<file path="src/rtl/pwm_pkg.sv">
// -----------------------------------------------------------------------------
// pwm_pkg
// Shared definitions for the PWM generator family: the default dead-time
// counter width and the gate-driver state encodings.
// No ports (package).
// -----------------------------------------------------------------------------
package pwm_pkg;

    // Default width of the dead-time count.
    localparam int DT_W_DEFAULT = 16;

    // Fixed state encodings, shared so other blocks and debug tools agree.
    localparam logic [2:0] ENC_OFF     = 3'd0;
    localparam logic [2:0] ENC_DT_TO_L = 3'd1;
    localparam logic [2:0] ENC_LOW_ON  = 3'd2;
    localparam logic [2:0] ENC_DT_TO_H = 3'd3;
    localparam logic [2:0] ENC_HIGH_ON = 3'd4;
    localparam logic [2:0] ENC_FAULT   = 3'd5;

    typedef enum logic [2:0] {
        ST_OFF     = ENC_OFF,
        ST_DT_TO_L = ENC_DT_TO_L,
        ST_LOW_ON  = ENC_LOW_ON,
        ST_DT_TO_H = ENC_DT_TO_H,
        ST_HIGH_ON = ENC_HIGH_ON,
        ST_FAULT   = ENC_FAULT
    } pwm_state_e;

endpackage

</file>
<file path="src/rtl/pwm_dt_counter.sv">
// -----------------------------------------------------------------------------
// pwm_dt_counter
// Load/decrement counter timing one dead band. Loaded with the band length on
// band entry, counts down to zero and then holds.
// Ports:
//   clk      - clock, posedge
//   rst      - synchronous active-high reset (count cleared to 0)
//   load     - load load_val this edge (wins over decrement)
//   load_val - band length in cycles (caller guarantees >= 1)
//   done     - count equals 1: the current cycle is the last of the band
// -----------------------------------------------------------------------------
module pwm_dt_counter
    import pwm_pkg::*;
#(
    parameter int DT_W = DT_W_DEFAULT
) (
    input  logic            clk,
    input  logic            rst,
    input  logic            load,
    input  logic [DT_W-1:0] load_val,
    output logic            done
);

    localparam logic [DT_W-1:0] CNT_ONE  = {{(DT_W-1){1'b0}}, 1'b1};
    localparam logic [DT_W-1:0] CNT_ZERO = {DT_W{1'b0}};

    logic [DT_W-1:0] r_cnt;

    // Count register: load on band entry, otherwise decrement down to zero.
    always_ff @(posedge clk) begin
        if (rst) begin
            r_cnt <= CNT_ZERO;
        end else if (load) begin
            r_cnt <= load_val;
        end else if (r_cnt != CNT_ZERO) begin
            r_cnt <= r_cnt - CNT_ONE;
        end else begin
            r_cnt <= r_cnt;
        end
    end

    assign done = (r_cnt == CNT_ONE);

endmodule

</file>
<file path="src/rtl/pwm_deadtime.sv">
// -----------------------------------------------------------------------------
// pwm_deadtime
// Complementary gate driver with dead-time insertion and latched fault.
// Ports:
//   clk           - clock, posedge
//   rst           - synchronous active-high reset, overrides everything
//   en            - output-stage enable; 0 forces both gates off
//   pwm_in        - PWM demand from the upstream generator
//   dead_time     - dead band length in clk cycles (0 treated as 1)
//   fault         - external fault request, highest priority
//   fault_clr     - leaves FAULT when asserted while fault is low
//   pwm_h, pwm_l  - registered high/low side gate drives
//   fault_latched - registered, high while in FAULT
// -----------------------------------------------------------------------------
module pwm_deadtime
    import pwm_pkg::*;
#(
    parameter int DT_W = DT_W_DEFAULT
) (
    input  logic            clk,
    input  logic            rst,
    input  logic            en,
    input  logic            pwm_in,
    input  logic [DT_W-1:0] dead_time,
    input  logic            fault,
    input  logic            fault_clr,
    output logic            pwm_h,
    output logic            pwm_l,
    output logic            fault_latched
);

    localparam logic [DT_W-1:0] DT_ONE  = {{(DT_W-1){1'b0}}, 1'b1};
    localparam logic [DT_W-1:0] DT_ZERO = {DT_W{1'b0}};

    pwm_state_e      r_state;
    pwm_state_e      w_next;
    logic            r_pwm_q;
    logic            r_pwm_h;
    logic            r_pwm_l;
    logic            r_fault_latched;
    logic            w_load;
    logic            w_done;
    logic [DT_W-1:0] w_load_val;

    // A zero dead time still needs one both-off cycle between sides.
    assign w_load_val = (dead_time == DT_ZERO) ? DT_ONE : dead_time;

    // Load only on entry, so dead_time changes mid-band are ignored.
    assign w_load = ((w_next == ST_DT_TO_H) && (r_state != ST_DT_TO_H)) ||
                    ((w_next == ST_DT_TO_L) && (r_state != ST_DT_TO_L));

    pwm_dt_counter #(
        .DT_W (DT_W)
    ) u_dt_counter (
        .clk      (clk),
        .rst      (rst),
        .load     (w_load),
        .load_val (w_load_val),
        .done     (w_done)
    );

    // Next-state logic: fault beats en, en beats PWM sequencing.
    always_comb begin
        w_next = r_state;
        if (fault) begin
            w_next = ST_FAULT;
        end else if (r_state == ST_FAULT) begin
            if (fault_clr) begin
                w_next = ST_OFF;
            end else begin
                w_next = ST_FAULT;
            end
        end else if (!en) begin
            w_next = ST_OFF;
        end else begin
            case (r_state)
                ST_OFF:     w_next = ST_DT_TO_L;
                ST_LOW_ON:  w_next = r_pwm_q ? ST_DT_TO_H : ST_LOW_ON;
                ST_HIGH_ON: w_next = r_pwm_q ? ST_HIGH_ON : ST_DT_TO_L;
                // Demand reverting mid-band returns to the side that is still
                // safe: the other switch was never turned on.
                ST_DT_TO_H: begin
                    if (!r_pwm_q) begin
                        w_next = ST_LOW_ON;
                    end else if (w_done) begin
                        w_next = ST_HIGH_ON;
                    end else begin
                        w_next = ST_DT_TO_H;
                    end
                end
                ST_DT_TO_L: begin
                    if (r_pwm_q) begin
                        w_next = ST_HIGH_ON;
                    end else if (w_done) begin
                        w_next = ST_LOW_ON;
                    end else begin
                        w_next = ST_DT_TO_L;
                    end
                end
                default:    w_next = ST_OFF;
            endcase
        end
    end

    // State, input sample and outputs decoded from next state, so outputs
    // change on the same edge as the state.
    always_ff @(posedge clk) begin
        if (rst) begin
            r_state         <= ST_OFF;
            r_pwm_q         <= 1'b0;
            r_pwm_h         <= 1'b0;
            r_pwm_l         <= 1'b0;
            r_fault_latched <= 1'b0;
        end else begin
            r_state         <= w_next;
            r_pwm_q         <= pwm_in;
            r_pwm_h         <= (w_next == ST_HIGH_ON);
            r_pwm_l         <= (w_next == ST_LOW_ON);
            r_fault_latched <= (w_next == ST_FAULT);
        end
    end

    assign pwm_h         = r_pwm_h;
    assign pwm_l         = r_pwm_l;
    assign fault_latched = r_fault_latched;

endmodule

</file>
<file path="config.mk">
export PLATFORM = sky130hd
export DESIGN_NAME = pwm_deadtime
export DESIGN_NICKNAME = d
export VERILOG_FILES = /design/src/rtl/pwm_pkg.sv /design/src/rtl/pwm_dt_counter.sv /design/src/rtl/pwm_deadtime.sv
export SDC_FILE = /design/constraint.sdc
export NUM_CORES = 1
export LEC_CHECK = 0
export CAP_MARGIN = 30
export CORE_MARGIN = 1
export CORE_UTILIZATION = 56
export DETAILED_ROUTE_END_ITERATION = 10
export DONT_BUFFER_PORTS = 1
export PLACE_DENSITY_LB_ADDON = 0.08
export SLEW_MARGIN = 15
export SYNTH_ARGS = -nofsm -noshare
export SYNTH_HDL_FRONTEND = slang
export SYNTH_HIERARCHICAL = 1
export SYNTH_SLANG_ARGS = --single-unit
</file>
<file path="constraint.sdc">
create_clock -name clk -period 2.7 [get_ports clk]
set_input_delay 0.405 -clock clk [delete_from_list [all_inputs] [get_ports clk]]
set_output_delay 0.405 -clock clk [all_outputs]
set_load 0.005 [all_outputs]
</file>
# After elaboration in Yosys (flattened, before gate mapping)
# Cells that the tools add are included.
dict set report op_classes {
  add_sub_neg 1
  n_mux 14
  eq_ne 13
  n_reduce_logical 7
}
# op n
set op_table {}
lappend op_table {{two-way mux 16 bit} 3}
lappend op_table {{two-way mux 3 bit} 8}
lappend op_table {{== test 16 x 1 -> 1 bit, second input constant} 1}
lappend op_table {{logical NOT 16 bit} 1}
lappend op_table {{nonzero test 16 bit} 1}
lappend op_table {{subtractor 16 x 1 -> 16 bit, second input constant} 1}
lappend op_table {{case mux 3 bit (5 select lines)} 1}
lappend op_table {{== test 3 x 2 -> 1 bit, second input constant} 4}
lappend op_table {{== test 3 bit, second input constant} 4}
lappend op_table {{== test 3 x 1 -> 1 bit, second input constant} 2}
lappend op_table {{logical NOT 3 bit} 1}
lappend op_table {{inequality test 3 x 1 -> 1 bit, second input constant} 1}
lappend op_table {{inequality test 3 x 2 -> 1 bit, second input constant} 1}
lappend op_table {{logical AND 1 bit} 2}
lappend op_table {{two-way mux 2 bit} 1}
lappend op_table {{nonzero test 2 bit} 1}
lappend op_table {{logical OR 1 bit} 1}
lappend op_table {{two-way mux 1 bit} 1}
dict set report word_totals {
  inputBits 22
  out_inout_bits 3
  reg_bits 23
  wordCells 41
}

# Depth between registers and ports, before layout
# Gate-level depths: netlist of the first run.
dict set report depth {
  word_depth 11
  ltp_mapped 12
}

# Hierarchy
# Netlist of the first run, hierarchy kept.
# module area_per_inst_um2 instances cells_each
set by_module_without_submodules {}
lappend by_module_without_submodules {pwm_dt_counter 945.9 1 115}
lappend by_module_without_submodules {pwm_deadtime 442.9 1 60}

# Worst setup path before layout of the first run
# No wires, ideal clock.
dict set report synth_timing {
  kind {register -> register}
  start {register u_dt_counter.r_cnt[8]}
  end {register u_dt_counter.r_cnt[13]}
  stages_incl_launch_ff 10
  arrival_time_ns 2.444
  path_buffers 1
  period_less_slack_ns 2.563
  setup_time_ns 0.120
  required_time_ns 2.580
  path_slack_ns 0.137
  path_cell_list {dfxtp_1 -> nor4_2 -> nand2_1 -> nor2_1 -> o21ai_0 -> and2_1 -> o21a_1 -> o311a_1 -> clkbuf_1 -> o31a_1}
}
dict set report synth_between {
  elab_chain_cells 11
  word_cells_on_any_way 19
  cone_classes {add/sub (1); eq/ne (3); mux (10); reduce/logical (5)}
}
# item line
set synth_lines {}
lappend synth_lines {{from (decl)} pwm_dt_counter.sv:27} ;# logic [DT_W-1:0] r_cnt;
lappend synth_lines {{from (signal assigned)} pwm_dt_counter.sv:34} ;# r_cnt <= load_val;
lappend synth_lines {{from (signal assigned)} pwm_dt_counter.sv:36} ;# r_cnt <= r_cnt - CNT_ONE;
lappend synth_lines {{from (signal assigned)} pwm_dt_counter.sv:38} ;# r_cnt <= r_cnt;
lappend synth_lines {{== test 16 x 1 -> 1 bit *} pwm_dt_counter.sv:42} ;# assign done = (r_cnt == CNT_ONE);
lappend synth_lines {{net w_done} pwm_deadtime.sv:42} ;# logic w_done;
lappend synth_lines {{two-way mux 2 bit or two-way mux 3 bit (tied branches)} {pwm_deadtime.sv:94, pwm_deadtime.sv:85}}
lappend synth_lines {{two-way mux 3 bit, on equally long branches} {pwm_deadtime.sv:92, pwm_deadtime.sv:83}}
lappend synth_lines {{case mux 3 bit (5 select lines) *} pwm_deadtime.sv:76} ;# case (r_state)
lappend synth_lines {{two-way mux 3 bit *} pwm_deadtime.sv:73} ;# end else if (!en) begin
lappend synth_lines {{two-way mux 3 bit *} pwm_deadtime.sv:67} ;# end else if (r_state == ST_FAULT) begin
lappend synth_lines {{two-way mux 3 bit *} pwm_deadtime.sv:65} ;# if (fault) begin
lappend synth_lines {{== test 3 x 2 -> 1 bit or == test 3 x 1 -> 1 bit (tied branches)} {pwm_deadtime.sv:49, pwm_deadtime.sv:50}}
lappend synth_lines {{logical AND 1 bit, on equally long branches} {pwm_deadtime.sv:49, pwm_deadtime.sv:50}}
lappend synth_lines {{logical OR 1 bit *} pwm_deadtime.sv:49} ;# assign w_load = ((w_next == ST_DT_TO_H) && (r_state != ST_DT_TO_H)) ||
lappend synth_lines {{net w_load} pwm_deadtime.sv:41} ;# logic w_load;
lappend synth_lines {{two-way mux 16 bit or nonzero test 2 bit (tied branches)} n/a}
# Mark *: on every way through the listed nets, which the timed path passes. The rest lies on a longest branch. The select of a mux whose other input is x is not followed.
# A chain may end at the register's enable or synchronous reset.

# Final worst setup path of the first run
dict set report layout_timing {
  start {register u_dt_counter.r_cnt[12]}
  end {register u_dt_counter.r_cnt[7]}
}
# Same word-level chain as after synthesis.

==> results of run 1 <==
## how the worst max path moves through the flow
stage / from / end
2_1_floorplan: u_dt_counter/r_cnt[8]$_SDFFE_PP0P_ / u_dt_counter/r_cnt[13]$_SDFFE_PP0P_
3_3_place_gp: u_dt_counter/r_cnt[12]$_SDFFE_PP0P_ / u_dt_counter/r_cnt[12]$_SDFFE_PP0P_
3_5_place_dp: u_dt_counter/r_cnt[12]$_SDFFE_PP0P_ / u_dt_counter/r_cnt[1]$_SDFFE_PP0P_
4_1_cts: u_dt_counter/r_cnt[12]$_SDFFE_PP0P_ / u_dt_counter/r_cnt[1]$_SDFFE_PP0P_
5_1_grt: u_dt_counter/r_cnt[12]$_SDFFE_PP0P_ / u_dt_counter/r_cnt[1]$_SDFFE_PP0P_
6_report: u_dt_counter/r_cnt[12]$_SDFFE_PP0P_ / u_dt_counter/r_cnt[7]$_SDFFE_PP0P_
## power by group through the flow
stage               clock network (uW)  registers, uW  logic, uW
global route                       181            605        941
finish                             158            588        865
CTS                                166            580        851
detailed placement                   0            587        845
floorplan                            0            556        645
global placement                     0            582        820
## logic make-up after synthesis
group,count (synthesis)
buffers and inverters,28
DFF,23
and+or+nand+nor,76
muxes,1
xor gates and xnor gates,7
adders and majority gates,2
AOI/OAI and AO/OA,38
## per-layer routing
layer / part of all wire / global-route usage
met2: 0.46 / 0.3874
met1: 0.46 / 0.3867
met3: 0.072 / 0.02632
met4: 0.011 / 0.1081
met5: 0 / 0
## registers in the layout (all words and copies together), names as in the netlist
| name | count |
|---|---|
| fault_latched | 1 |
| r_state | 3 |
| u_dt_counter/r_cnt | 16 |
| r_pwm_q | 1 |
| pwm_h | 1 |
| pwm_l | 1 |
## metrics by stage
step | setup slack, ns | hold slack, ns
floorplan | 0.1367 | 0.4741
global placement | 0.3680 | 0.4762
detailed placement | 0.2070 | 0.4769
CTS | 0.1794 | 0.1323
global route | 0.05143 | 0.1213
finish | 0.2719 | 0.1480
## worst reg2reg max path, stage by stage (launching register included)
cell      delay (ns)
dfxtp_1         0.39
nor4_2          0.31
nand2_1         0.15
nor2_1          0.25
o21ai_0         0.12
and2_1          0.18
o21a_1          0.18
o311a_1         0.18
inv_1           0.09
buf_4           0.16
nor2_1          0.06
a311oi_1        0.26
## Yosys cell counts, types with 2 or more instances
master / instances / area (um2)
nand3b_1: 2 / 15.01
nor2_1: 19 / 71.32
dfxtp_1: 23 / 460.4
o31a_1: 2 / 17.52
nor3_1: 5 / 25.02
a221oi_1: 3 / 26.28
nor4_1: 7 / 43.79
a21oi_1: 7 / 35.03
nand4_1: 3 / 18.77
clkbuf_1: 17 / 63.81
ha_1: 2 / 25.02
a211oi_1: 3 / 22.52
o21ai_0: 8 / 40.04
and2_1: 2 / 12.51
o21ai_1: 2 / 10.01
nand2b_1: 2 / 12.51
xor2_1: 2 / 17.52
nand2_1: 16 / 60.06
xnor2_1: 5 / 43.79
inv_1: 10 / 37.54
a311oi_1: 2 / 17.52
or4_1: 3 / 22.52
nand3_1: 4 / 20.02
## layout by cell type (no fill, tap or decap), drive strengths merged, types with 2 or more instances in the layout
cell type,n
o31a,2
or4,3
nor4,9
nand3b,2
nand3,4
clkbuf,4
a211oi,3
or2,2
dfxtp,23
xor2,2
nand4,4
a21oi,7
a311oi,3
nor3,5
inv,10
a221oi,3
and2,2
xnor2,5
ha,2
nand2b,2
buf,7
nand2,17
o21ai,10
nor2,19
## repair_timing
item	4_1_cts	5_1_grt
setup endpoints to repair	0	8
hold buffers	0	0
hold endpoints to repair	0	0
gates resized for setup	0	1
## final cells by class
cell class / count / area (um2)
Clock buffer: 4 / 26.28
Fill cell: 207 / 842.1
Inverter: 10 / 37.54
Multi-Input combinational cell: 124 / 822.0
Sequential cell: 23 / 460.4
Tap cell: 28 / 35.03
Timing Repair Buffer: 7 / 52.55
==> metrics.txt, run 1 <==
critical path's top delay family=simple AND/OR/NAND/NOR gates; EDFF count, synth=0; RSZ-0062 raised after global routing=false; Synth Area in Adders=0.01802; postcts setup bufs=0; Hold Path Sink=u_dt_counter/r_cnt[12]$_SDFFE_PP0P_; Vias=1244; Tightest Hold Check Type=input port to flop; utilization after layout=0.6300; Inst Count DP=192; main combinational cell family by area after synthesis=simple AND/OR/NAND/NOR gates; Finished Cell Area=1434 um2; Post-Synth Simple-Gate Area=0.3189; core region area=2276 um2; CTS tree=built; Die ar.=2683 um2; XOR/XNOR Fraction of Synth Area=0.04414; initial antenna violation count=0; wire per inst=15.96 um; Hold Path Origin=rst; CP most frequent cell=nor2_1; # setup viols final=0; WP data arrival=2.65 ns; Post-Syn Area=1389 um2; Setup crit end kind=flop; Die Height=51.80 um; Num CTS Buffers=3; clock latency on the worst-skew pair=0.31 ns; critical path launch point type=flop; post-route setup TNS=0 ns; highest clock rate=0.4119 GHz; Reg2Reg Depth=11; CTS sink count=23; worst reg2reg startpoint=u_dt_counter/r_cnt[12]$_SDFFE_PP0P_; I/O Pins=25; Final min period=2.428 ns; ant diodes=0; layout cells sized above 1=0.1250; Final Skew=0.006161 ns; dpl hpwl=2388 um; Final #Nets=193; post-synth net total=199; post-synthesis compound-gate area fraction=0.1991; pwr dens=1124 nW/um2; Area after DPL=1401 um2; reg-to-reg slack, setup=0.27 ns; FFs w/ async S/R, synth=0; num rows=17; Slew HR=0.4261; switching share of power=0.4419; max_cap viols=0; synthesized instance count=175; CP Depth=11; Non-Filler Instances=196; Initial Util=0.6102; Total GRT Usage=0.2629; final wirelength=3128 um; Clk pwr share=0.098; status=complete, no violations; vias in the first global route=1073; Pleak=0.0005387 uW; Die W=51.80 um; VDD IR max=0.6846 mV; final hold violations=0; total power=1611 uW; Crit path required time=2.92 ns; Pint=899.3 uW; Root Buffer=clkbuf_4; Seq/Total Area, Yosys=0.3315; largest net degree at the start of global routing=19; synth unique cells=49; WHS Path Cells=1; Reg power frac=0.365; Syn. warnings=6; Psw=711.9 uW; port bufs=0; residual DRC count=0; starting DRC count in detailed routing=52; final period utilization=0.8993; worst-path cell chain=nor4_2 > nand2_1 > nor2_1 > o21ai_0 > and2_1 > o21a_1 > o311a_1 > inv_1 > buf_4 > nor2_1 > a311oi_1; WP buf/inv=2; Via-to-Cell Ratio=6.347; Crit Path Max Fanout=7; grt total ovfl=0; CTS clk-pin slew, worst paths=0.12 ns; CTS HTree Levels=1; Avg Cell Area, Syn=7.936 um2; Comb pwr share=0.537; R2R Path End=u_dt_counter/r_cnt[7]$_SDFFE_PP0P_; flops & latches, synth=23; worst stage delay on the critical path=0.39 ns; max-slew violations=0; placer's final routability congestion estimate=0.8195; slowest CP cell=dfxtp_1; Worst Tran Pin Value=0.8529 ns; DRT Pass-1 Iters=4; crit path kind=flop to flop; Main synth FF type=dfxtp_1; mux cell area share after synthesis=0.007207; clk buf depth=2; global-route wire length before repair=5099 um; ANT nets after route=0; synthesis-to-finish area growth=3.244%
No activity file was read; power rests on OpenSTA's default activity.
==> run 2: changes to the inputs <==
--- a/config.mk
+++ b/config.mk
@@ -7,7 +7,7 @@
 export LEC_CHECK = 0
 export CAP_MARGIN = 30
 export CORE_MARGIN = 1
-export CORE_UTILIZATION = 56
+export CORE_UTILIZATION = 65
 export DETAILED_ROUTE_END_ITERATION = 10
 export DONT_BUFFER_PORTS = 1
 export PLACE_DENSITY_LB_ADDON = 0.08
==> constraint.sdc (replaced) <==
create_clock -name clk -period 2.8 [get_ports clk]
set_input_delay 0.42 -clock clk [delete_from_list [all_inputs] [get_ports clk]]
set_output_delay 0.42 -clock clk [all_outputs]
set_load 0.005 [all_outputs]
==> run 2 against run 1 <==
Utilization is 8.7 points higher. Combinational power is 3.2% lower. Cell area is 0.96% lower. Count of clock-buffer cells in the layout is 1 lower. Clock skew is 0.0037 ns higher. Register-to-register slack worse by 0.04 ns. First-iteration DRC count is 19% higher. Critical path type unchanged. Sequential power is 3% lower. Critical endpoint is now u_dt_counter/r_cnt[12]$_SDFFE_PP0P_. Final cell count is 1.5% lower. Worst hold slack better by 0.013 ns. Sequential cell count stayed put.
==> metrics.txt, run 2 (synthesis results as in run 1) <==
Vias=1255 (was 1244); Initial Util=0.7008 (was 0.6102); WHS Path Cells=1 (unchanged); Comb pwr share=0.535 (was 0.537); Via-to-Cell Ratio=6.503 (was 6.347); starting DRC count in detailed routing=62 (was 52); commonest non-fill, non-tap cell in the layout=dfxtp_1 (unchanged); final period utilization=0.9187 (was 0.8993); Hold Path Origin=rst (unchanged); max_cap viols=0 (unchanged); layout cells sized above 1=0.1333 (was 0.1250); CTS clk-pin slew, worst paths=0.13 ns (was 0.12 ns); Final min period=2.572 ns (was 2.428 ns); wire per inst=17.03 um (was 15.96 um); highest clock rate=0.3888 GHz (was 0.4119 GHz); Clk pwr share=0.099 (was 0.098); Num CTS Buffers=3 (unchanged); Final Skew=0.009883 ns (was 0.006161 ns); CTS sink count=23 (unchanged); Critical Path Start=u_dt_counter/r_cnt[9]$_SDFFE_PP0P_ (was u_dt_counter/r_cnt[12]$_SDFFE_PP0P_); Reg power frac=0.366 (was 0.365); final wirelength=3286 um (was 3128 um); global-route wire length before repair=4795 um (was 5099 um); Slew HR=0.4692 (was 0.4261); crit path kind=flop to flop (unchanged); final hold violations=0 (unchanged); port bufs=0 (unchanged); critical path launch point type=flop (unchanged); biggest regs=u_dt_counter/r_cnt: 16 flops, r_state: 3 flops (unchanged); Pint=860.0 uW (was 899.3 uW); Root Buffer=clkbuf_4 (unchanged); fill cell count=155 (was 207); status=complete, no violations (unchanged); postcts setup bufs=0 (unchanged); switching share of power=0.4503 (was 0.4419); Die W=48.23 um (was 51.80 um); WP data arrival=2.79 ns (was 2.65 ns); Psw=704.5 uW (was 711.9 uW); clk buf depth=2 (unchanged); clock latency on the worst-skew pair=0.32 ns (was 0.31 ns); placer's final routability congestion estimate=0.9336 (was 0.8195); reg-to-reg slack, setup=0.23 ns (was 0.27 ns); Setup crit end kind=flop (unchanged); vias in the first global route=1099 (was 1073); Register Area=460.4 um2 (unchanged); synthesis-to-finish area growth=2.252% (was 3.244%); grt total ovfl=0 (unchanged); residual DRC count=0 (unchanged); Total GRT Usage=0.3068 (was 0.2629); CTS tree=built (unchanged); R2R Path End=u_dt_counter/r_cnt[12]$_SDFFE_PP0P_ (was u_dt_counter/r_cnt[7]$_SDFFE_PP0P_); Reg2Reg Depth=10 (was 11); multi-input logic area=828.3 um2 (was 822.0 um2); Pleak=0.0005255 uW (was 0.0005387 uW); max-slew violations=0 (unchanged); largest net degree at the start of global routing=19 (unchanged); num rows=16 (was 17); Crit Path Max Fanout=9 (was 7); Die Height=48.23 um (was 51.80 um); RSZ-0062 raised after global routing=false (unchanged); Hold Path Sink=r_state[0]$_SDFF_PP0_ (was u_dt_counter/r_cnt[12]$_SDFFE_PP0P_); pwr dens=1102 nW/um2 (was 1124 nW/um2); worst reg2reg startpoint=u_dt_counter/r_cnt[9]$_SDFFE_PP0P_ (was u_dt_counter/r_cnt[12]$_SDFFE_PP0P_); dpl hpwl=2572 um (was 2388 um); Tightest Hold Check Type=input port to flop (unchanged); CTS HTree Levels=1 (unchanged); utilization after layout=0.7165 (was 0.6300); total power=1564 uW (was 1611 uW); Top reg by flops=u_dt_counter/r_cnt (unchanged); VDD IR max=0.7369 mV (was 0.6846 mV); initial antenna violation count=0 (unchanged); DRT Pass-1 Iters=4 (unchanged); most frequent cells in the layout=23 x dfxtp_1, 17 x nor2_1, 16 x nand2_1 (was 23 x dfxtp_1, 19 x nor2_1, 16 x nand2_1); Final #Nets=190 (was 193); core region area=1982 um2 (was 2276 um2); Worst Tran Pin Value=0.7889 ns (was 0.8529 ns); Post-CTS Hold Buffers=0 (unchanged); max FFs per register=16 (unchanged); Die ar.=2326 um2 (was 2683 um2); post-route setup TNS=0 ns (unchanged); Crit path required time=3.02 ns (was 2.92 ns); # setup viols final=0 (unchanged); I/O Pins=25 (unchanged); ANT nets after route=0 (unchanged)
-- run 2: cell types whose count changed in the layout (fill, tap and decap cells not counted) --
cell and delta:
clkbuf_1 -1, diode_2 +1, buf_4 -3, clkinv_2 +1
nor2_1 -2, o311a_2 +1, nor2_2 +2, o311a_1 -1
-- run 2: power groups by stage --
stage | registers, uW | logic [uW] | clock network (uW)
after floorplan | 536 | 622 | 0
after global placement | 564 | 779 | 0
after detailed placement | 573 | 811 | 0
after CTS | 564 | 815 | 160
after global routing | 586 | 918 | 170
final | 573 | 837 | 155
-- run 2: routing by layer --
layer / wire length (um) / up-vias / track usage / share of wire
li1: - / 606 / - / -
met1: 1484 / 599 / 0.4231 / 0.45
met2: 1564 / 44 / 0.4693 / 0.48
met3: 188 / 6 / 0.05185 / 0.057
met4: 48 / 0 / 0.1333 / 0.015
met5: 0 / - / 0 / 0
-- run 2: worst max path at each step --
stage | endpoint | slack [ns] | depth (start not counted)
floorplan | u_dt_counter/r_cnt[13]$_SDFFE_PP0P_ | 0.24 | 9
global placement | u_dt_counter/r_cnt[7]$_SDFFE_PP0P_ | 0.27 | 10
detailed placement | u_dt_counter/r_cnt[15]$_SDFFE_PP0P_ | 0.12 | 11
CTS | u_dt_counter/r_cnt[15]$_SDFFE_PP0P_ | 0.09 | 11
global route | u_dt_counter/r_cnt[14]$_SDFFE_PP0P_ | 0.04 | 10
finish | u_dt_counter/r_cnt[12]$_SDFFE_PP0P_ | 0.23 | 10
-- run 2: cell type report --
cell class | count | area share
sequential | 23 | 0.3242
inverter | 10 | 0.02643
clock buffer | 3 | 0.01586
antenna | 1 | 0.001762
clock inverter | 1 | 0.003524
multi-input combinational | 124 | 0.5833
tap | 27 | 0.02379
timing repair buffer | 4 | 0.02115
-- run 2: stage by stage --
step	cell area [um2]	cells	hold slack (ns)	setup slack (ns)
2_1_floorplan	1389	175	0.4891	0.2367
3_3_place_gp	1378	188	0.4915	0.2665
3_5_place_dp	1378	188	0.4929	0.1202
4_1_cts	1405	192	0.1491	0.08793
5_1_grt	1418	192	0.1406	0.04405
6_report	1420	193	0.1607	0.2278
-- run 2: timing repair --
item,in CTS,in global routing
endpoints found under the setup margin,0,13
endpoints found under the hold margin,0,0
resized for setup,0,4
-- run 2: critical path, cell delays in order, from the launching register on --
cell and delay (ns):
dfxtp_1 0.39, nor4_2 0.34, nand2_1 0.17, nor2_2 0.27, o21ai_0 0.12, and2_1 0.18, o21a_1 0.18, o311a_2 0.20
inv_1 0.26, nor2_1 0.08, a211oi_1 0.26
==> run 3: changes to the inputs <==
--- a/config.mk
+++ b/config.mk
@@ -5,11 +5,14 @@
 export SDC_FILE = /design/constraint.sdc
 export NUM_CORES = 1
 export LEC_CHECK = 0
+export ABC_AREA = 1
 export CAP_MARGIN = 30
 export CORE_MARGIN = 1
 export CORE_UTILIZATION = 65
+export CTS_CLUSTER_SIZE = 8
 export DETAILED_ROUTE_END_ITERATION = 10
 export DONT_BUFFER_PORTS = 1
+export GPL_ROUTABILITY_DRIVEN = 0
 export PLACE_DENSITY_LB_ADDON = 0.08
 export SLEW_MARGIN = 15
 export SYNTH_ARGS = -nofsm -noshare
==> run 3 against run 2 <==
Count of clock-buffer cells in the layout stayed put. Via count is 18% higher. Wire length is 4.2% higher. Sequential power is 4.0% lower. Clock power is 5% higher. Global-route usage is 2.5 points lower. Power is 20% higher. Largest cell class unchanged. Largest power group unchanged.
==> metrics.txt, run 3 <==
Initial Util=0.7172 (was 0.7008); Die W=52.58 um (was 48.23 um); synth unique cells=30 (was 49); Reg power frac=0.293 (was 0.366); clk buf depth=2 (unchanged); pwr dens=1118 nW/um2 (was 1102 nW/um2); Top reg by flops=u_dt_counter/r_cnt (unchanged); most frequent cells in the layout=71 x nand2_1, 33 x nor2_1, 27 x inv_1 (was 23 x dfxtp_1, 17 x nor2_1, 16 x nand2_1); Pleak=0.0007973 uW (was 0.0005255 uW); Syn. warnings=6 (unchanged); RSZ-0062 raised after global routing=false (unchanged); post-synth net total=291 (was 199); slowest CP cell=dfxtp_1 (unchanged); ant diodes=0 (was 1); biggest regs=u_dt_counter/r_cnt: 16 flops, r_state: 3 flops (unchanged); fin worst setup slack=0.3273 ns (was 0.2278 ns); Total GRT Usage=0.2821 (was 0.3068); max FFs per register=16 (unchanged); Post-Syn Area=1663 um2 (was 1389 um2); Final min period=2.473 ns (was 2.572 ns); Seq/Total Area, Yosys=0.2769 (was 0.3315); Via-to-Cell Ratio=5.230 (was 6.503); WP data arrival=2.71 ns (was 2.79 ns); Final Skew=0.004811 ns (was 0.009883 ns); Comb pwr share=0.620 (was 0.535); status=complete, no violations (unchanged); synthesized instance count=267 (was 175); # setup viols final=0 (unchanged); Root Buffer=clkbuf_4 (unchanged); Hold Path Origin=rst (unchanged); top cell type's share of synthesized area=0.2769 (was 0.3315); CTS sink count=23 (unchanged); residual DRC count=0 (unchanged); Main synth FF type=dfxtp_1 (unchanged); Tightest Hold Check Type=input port to flop (unchanged); commonest non-fill, non-tap cell in the layout=nand2_1 (was dfxtp_1); post-route setup TNS=0 ns (unchanged); starting DRC count in detailed routing=48 (was 62); top cells by count, synth=71 x nand2_1, 33 x nor2_1, 27 x inv_1, 23 x dfxtp_1 (was 23 x dfxtp_1, 19 x nor2_1, 17 x clkbuf_1, 16 x nand2_1, 10 x inv_1); global-route wire length before repair=5658 um (was 4795 um); Critical Path Start=u_dt_counter/r_cnt[13]$_SDFFE_PP0P_ (was u_dt_counter/r_cnt[9]$_SDFFE_PP0P_); num rows=17 (was 16); layout cells sized above 1=0.1725 (was 0.1333); FFs w/ async S/R, synth=0 (unchanged); Post-CTS Hold Buffers=0 (unchanged); Slew HR=0.7186 (was 0.4692); wire per inst=12.10 um (was 17.03 um); CP most frequent cell=nand2_1; DRT Pass-1 Iters=4 (unchanged); flops & latches, synth=23 (unchanged); EDFF count, synth=0 (unchanged); grt total ovfl=0 (unchanged); Finished Cell Area=1679 um2 (was 1420 um2); final wirelength=3424 um (was 3286 um); worst-path cell chain=nor2_2 > nand2_1 > inv_1 > nand3_1 > nor3_2 > nand2_1 > o21bai_2 > nand3_1 > nand2_1 > nand2_1 > inv_2 > nor2_2 > inv_1 > or2_2 > nand2_1 > inv_1 > nand2_1 > nor2_1 (was nor4_2 > nand2_1 > nor2_2 > o21ai_0 > and2_1 > o21a_1 > o311a_2 > inv_1 > nor2_1 > a211oi_1); Num CTS Buffers=3 (unchanged); synth top area cells=dfxtp_1 28%, nand2_1 16%, nor2_1 7.4% (was dfxtp_1 33%, nor2_1 5.1%, clkbuf_1 4.6%); highest clock rate=0.4044 GHz (was 0.3888 GHz); Clk pwr share=0.087 (was 0.099); switching share of power=0.5200 (was 0.4503); Final #Nets=280 (was 190); VDD IR max=0.7674 mV (was 0.7369 mV); critical path launch point type=flop (unchanged); worst slack at placement=0.2812 ns (was 0.1202 ns); Area after DPL=1644 um2 (was 1378 um2); core region area=2318 um2 (was 1982 um2); max_cap viols=0 (unchanged); CTS HTree Levels=1 (unchanged); max-slew violations=0 (unchanged); I/O Pins=25 (unchanged); total power=1877 uW (was 1564 uW); Die ar.=2765 um2 (was 2326 um2); Die Height=52.58 um (was 48.23 um); Setup crit end kind=flop (unchanged); ANT nets after route=0 (unchanged); Worst Tran Pin Value=0.4182 ns (was 0.7889 ns); vias in the first global route=1339 (was 1099); Psw=976.2 uW (was 704.5 uW); dpl hpwl=2737 um (was 2572 um); fill cell count=213 (was 155); most used standard cell by instance count after synthesis=nand2_1 (was dfxtp_1); Crit path required time=3.04 ns (was 3.02 ns); largest net degree at the start of global routing=17 (was 19); clock latency on the worst-skew pair=0.32 ns (about the same); Pint=901.3 uW (was 860.0 uW); CTS clk-pin slew, worst paths=0.14 ns (was 0.13 ns); port bufs=0 (unchanged); Avg Cell Area, Syn=6.228 um2 (was 7.936 um2); worst reg2reg startpoint=u_dt_counter/r_cnt[13]$_SDFFE_PP0P_ (was u_dt_counter/r_cnt[9]$_SDFFE_PP0P_); initial antenna violation count=0 (unchanged); crit path kind=flop to flop (unchanged); worst stage delay on the critical path=0.36 ns (was 0.39 ns); synthesis-to-finish area growth=0.9781% (was 2.252%); Crit Path Max Fanout=11 (was 9); CTS tree=built (unchanged); final hold violations=0 (unchanged); final period utilization=0.8831 (was 0.9187); leading area contributor after synthesis=dfxtp_1 (unchanged); Vias=1480 (was 1255)
==> run 3: changes by cell type after synthesis, sizes merged, moves of 5 or more <==
| cell | delta |
|---|---|
| inv | +23 |
| nor4 | -5 |
| nand3 | +14 |
| nand2 | +61 |
| nor2 | +31 |
| xnor2 | -5 |
| o21ai | -5 |
| a21oi | +6 |
==> run 3: final cells by class <==
| class | instances | area [um2] | share of cell area |
|---|---|---|---|
| repair buffers | 2 | 15.01 | 0.008942 |
| flip-flops and latches | 23 | 460.4 | 0.2742 |
| inverters | 34 | 127.6 | 0.07601 |
| clock buffers | 3 | 22.52 | 0.01341 |
| clock inverters | 1 | 7.507 | 0.004471 |
| multi-input cells | 192 | 1011 | 0.6021 |
| well taps | 28 | 35.03 | 0.02086 |
==> run 3: logic make-up after synthesis <==
logic type      Yosys count  share of synthesized area
compound gates           22                    0.07675
fa+ha+maj                 2                    0.01505
xor+xnor                  5                    0.02633
flops                    23                     0.2769
buf+inv                  52                     0.1181
simple gates            163                     0.4868
==> run 3: what timing repair did <==
item,in CTS,in global routing
resized for setup,0,1
buffers inserted,0,0
setup endpoints to repair,0,6
==> run 3: metrics by stage <==
step                      hold WS [ns]    util  cells
after CTS                       0.1273  0.7221    283
after global routing            0.1028  0.7242    283
after floorplan                 0.4891       -    267
after global placement          0.4927  0.7091    279
after detailed placement        0.4951  0.7091    279
final                           0.1461  0.7242    283
==> run 3: worst paths after layout <==
check / end / slack, ns / cells after the start
hold reg to reg: u_dt_counter/r_cnt[1]$_SDFFE_PP0P_ / 0.56 / 2
setup / recovery: u_dt_counter/r_cnt[15]$_SDFFE_PP0P_ / 0.33 / 18
hold / removal: r_pwm_q$_SDFF_PP0_ / 0.15 / 1
setup reg to reg: u_dt_counter/r_cnt[15]$_SDFFE_PP0P_ / 0.33 / 18
==> run 3: worst max-delay path, delay by kind of cell, from the launching register on <==
family	cells	cell delay (ns)
AOI/OAI and AO/OA	1	0.19
DFF	1	0.36
buffers and inverters	4	0.40
and+or+nand+nor	13	1.45
==> run 3: routing by layer <==
| metal | GRT usage | up-vias | wire length (um) |
|---|---|---|---|
| li1 | - | 801 | - |
| met1 | 0.3659 | 641 | 1640 |
| met3 | 0.08116 | 0 | 234 |
| met5 | 0 | - | 0 |
| met2 | 0.4705 | 38 | 1549 |
| met4 | 0.03947 | 0 | 0 |
==> run 3: power by group through the flow <==
stage	registers (uW)	clock network, uW	logic [uW]
after global placement	557	0	1130
after floorplan	532	0	967
after global routing	565	188	1310
after detailed placement	557	0	1140
after CTS	549	172	1150
final	550	163	1160
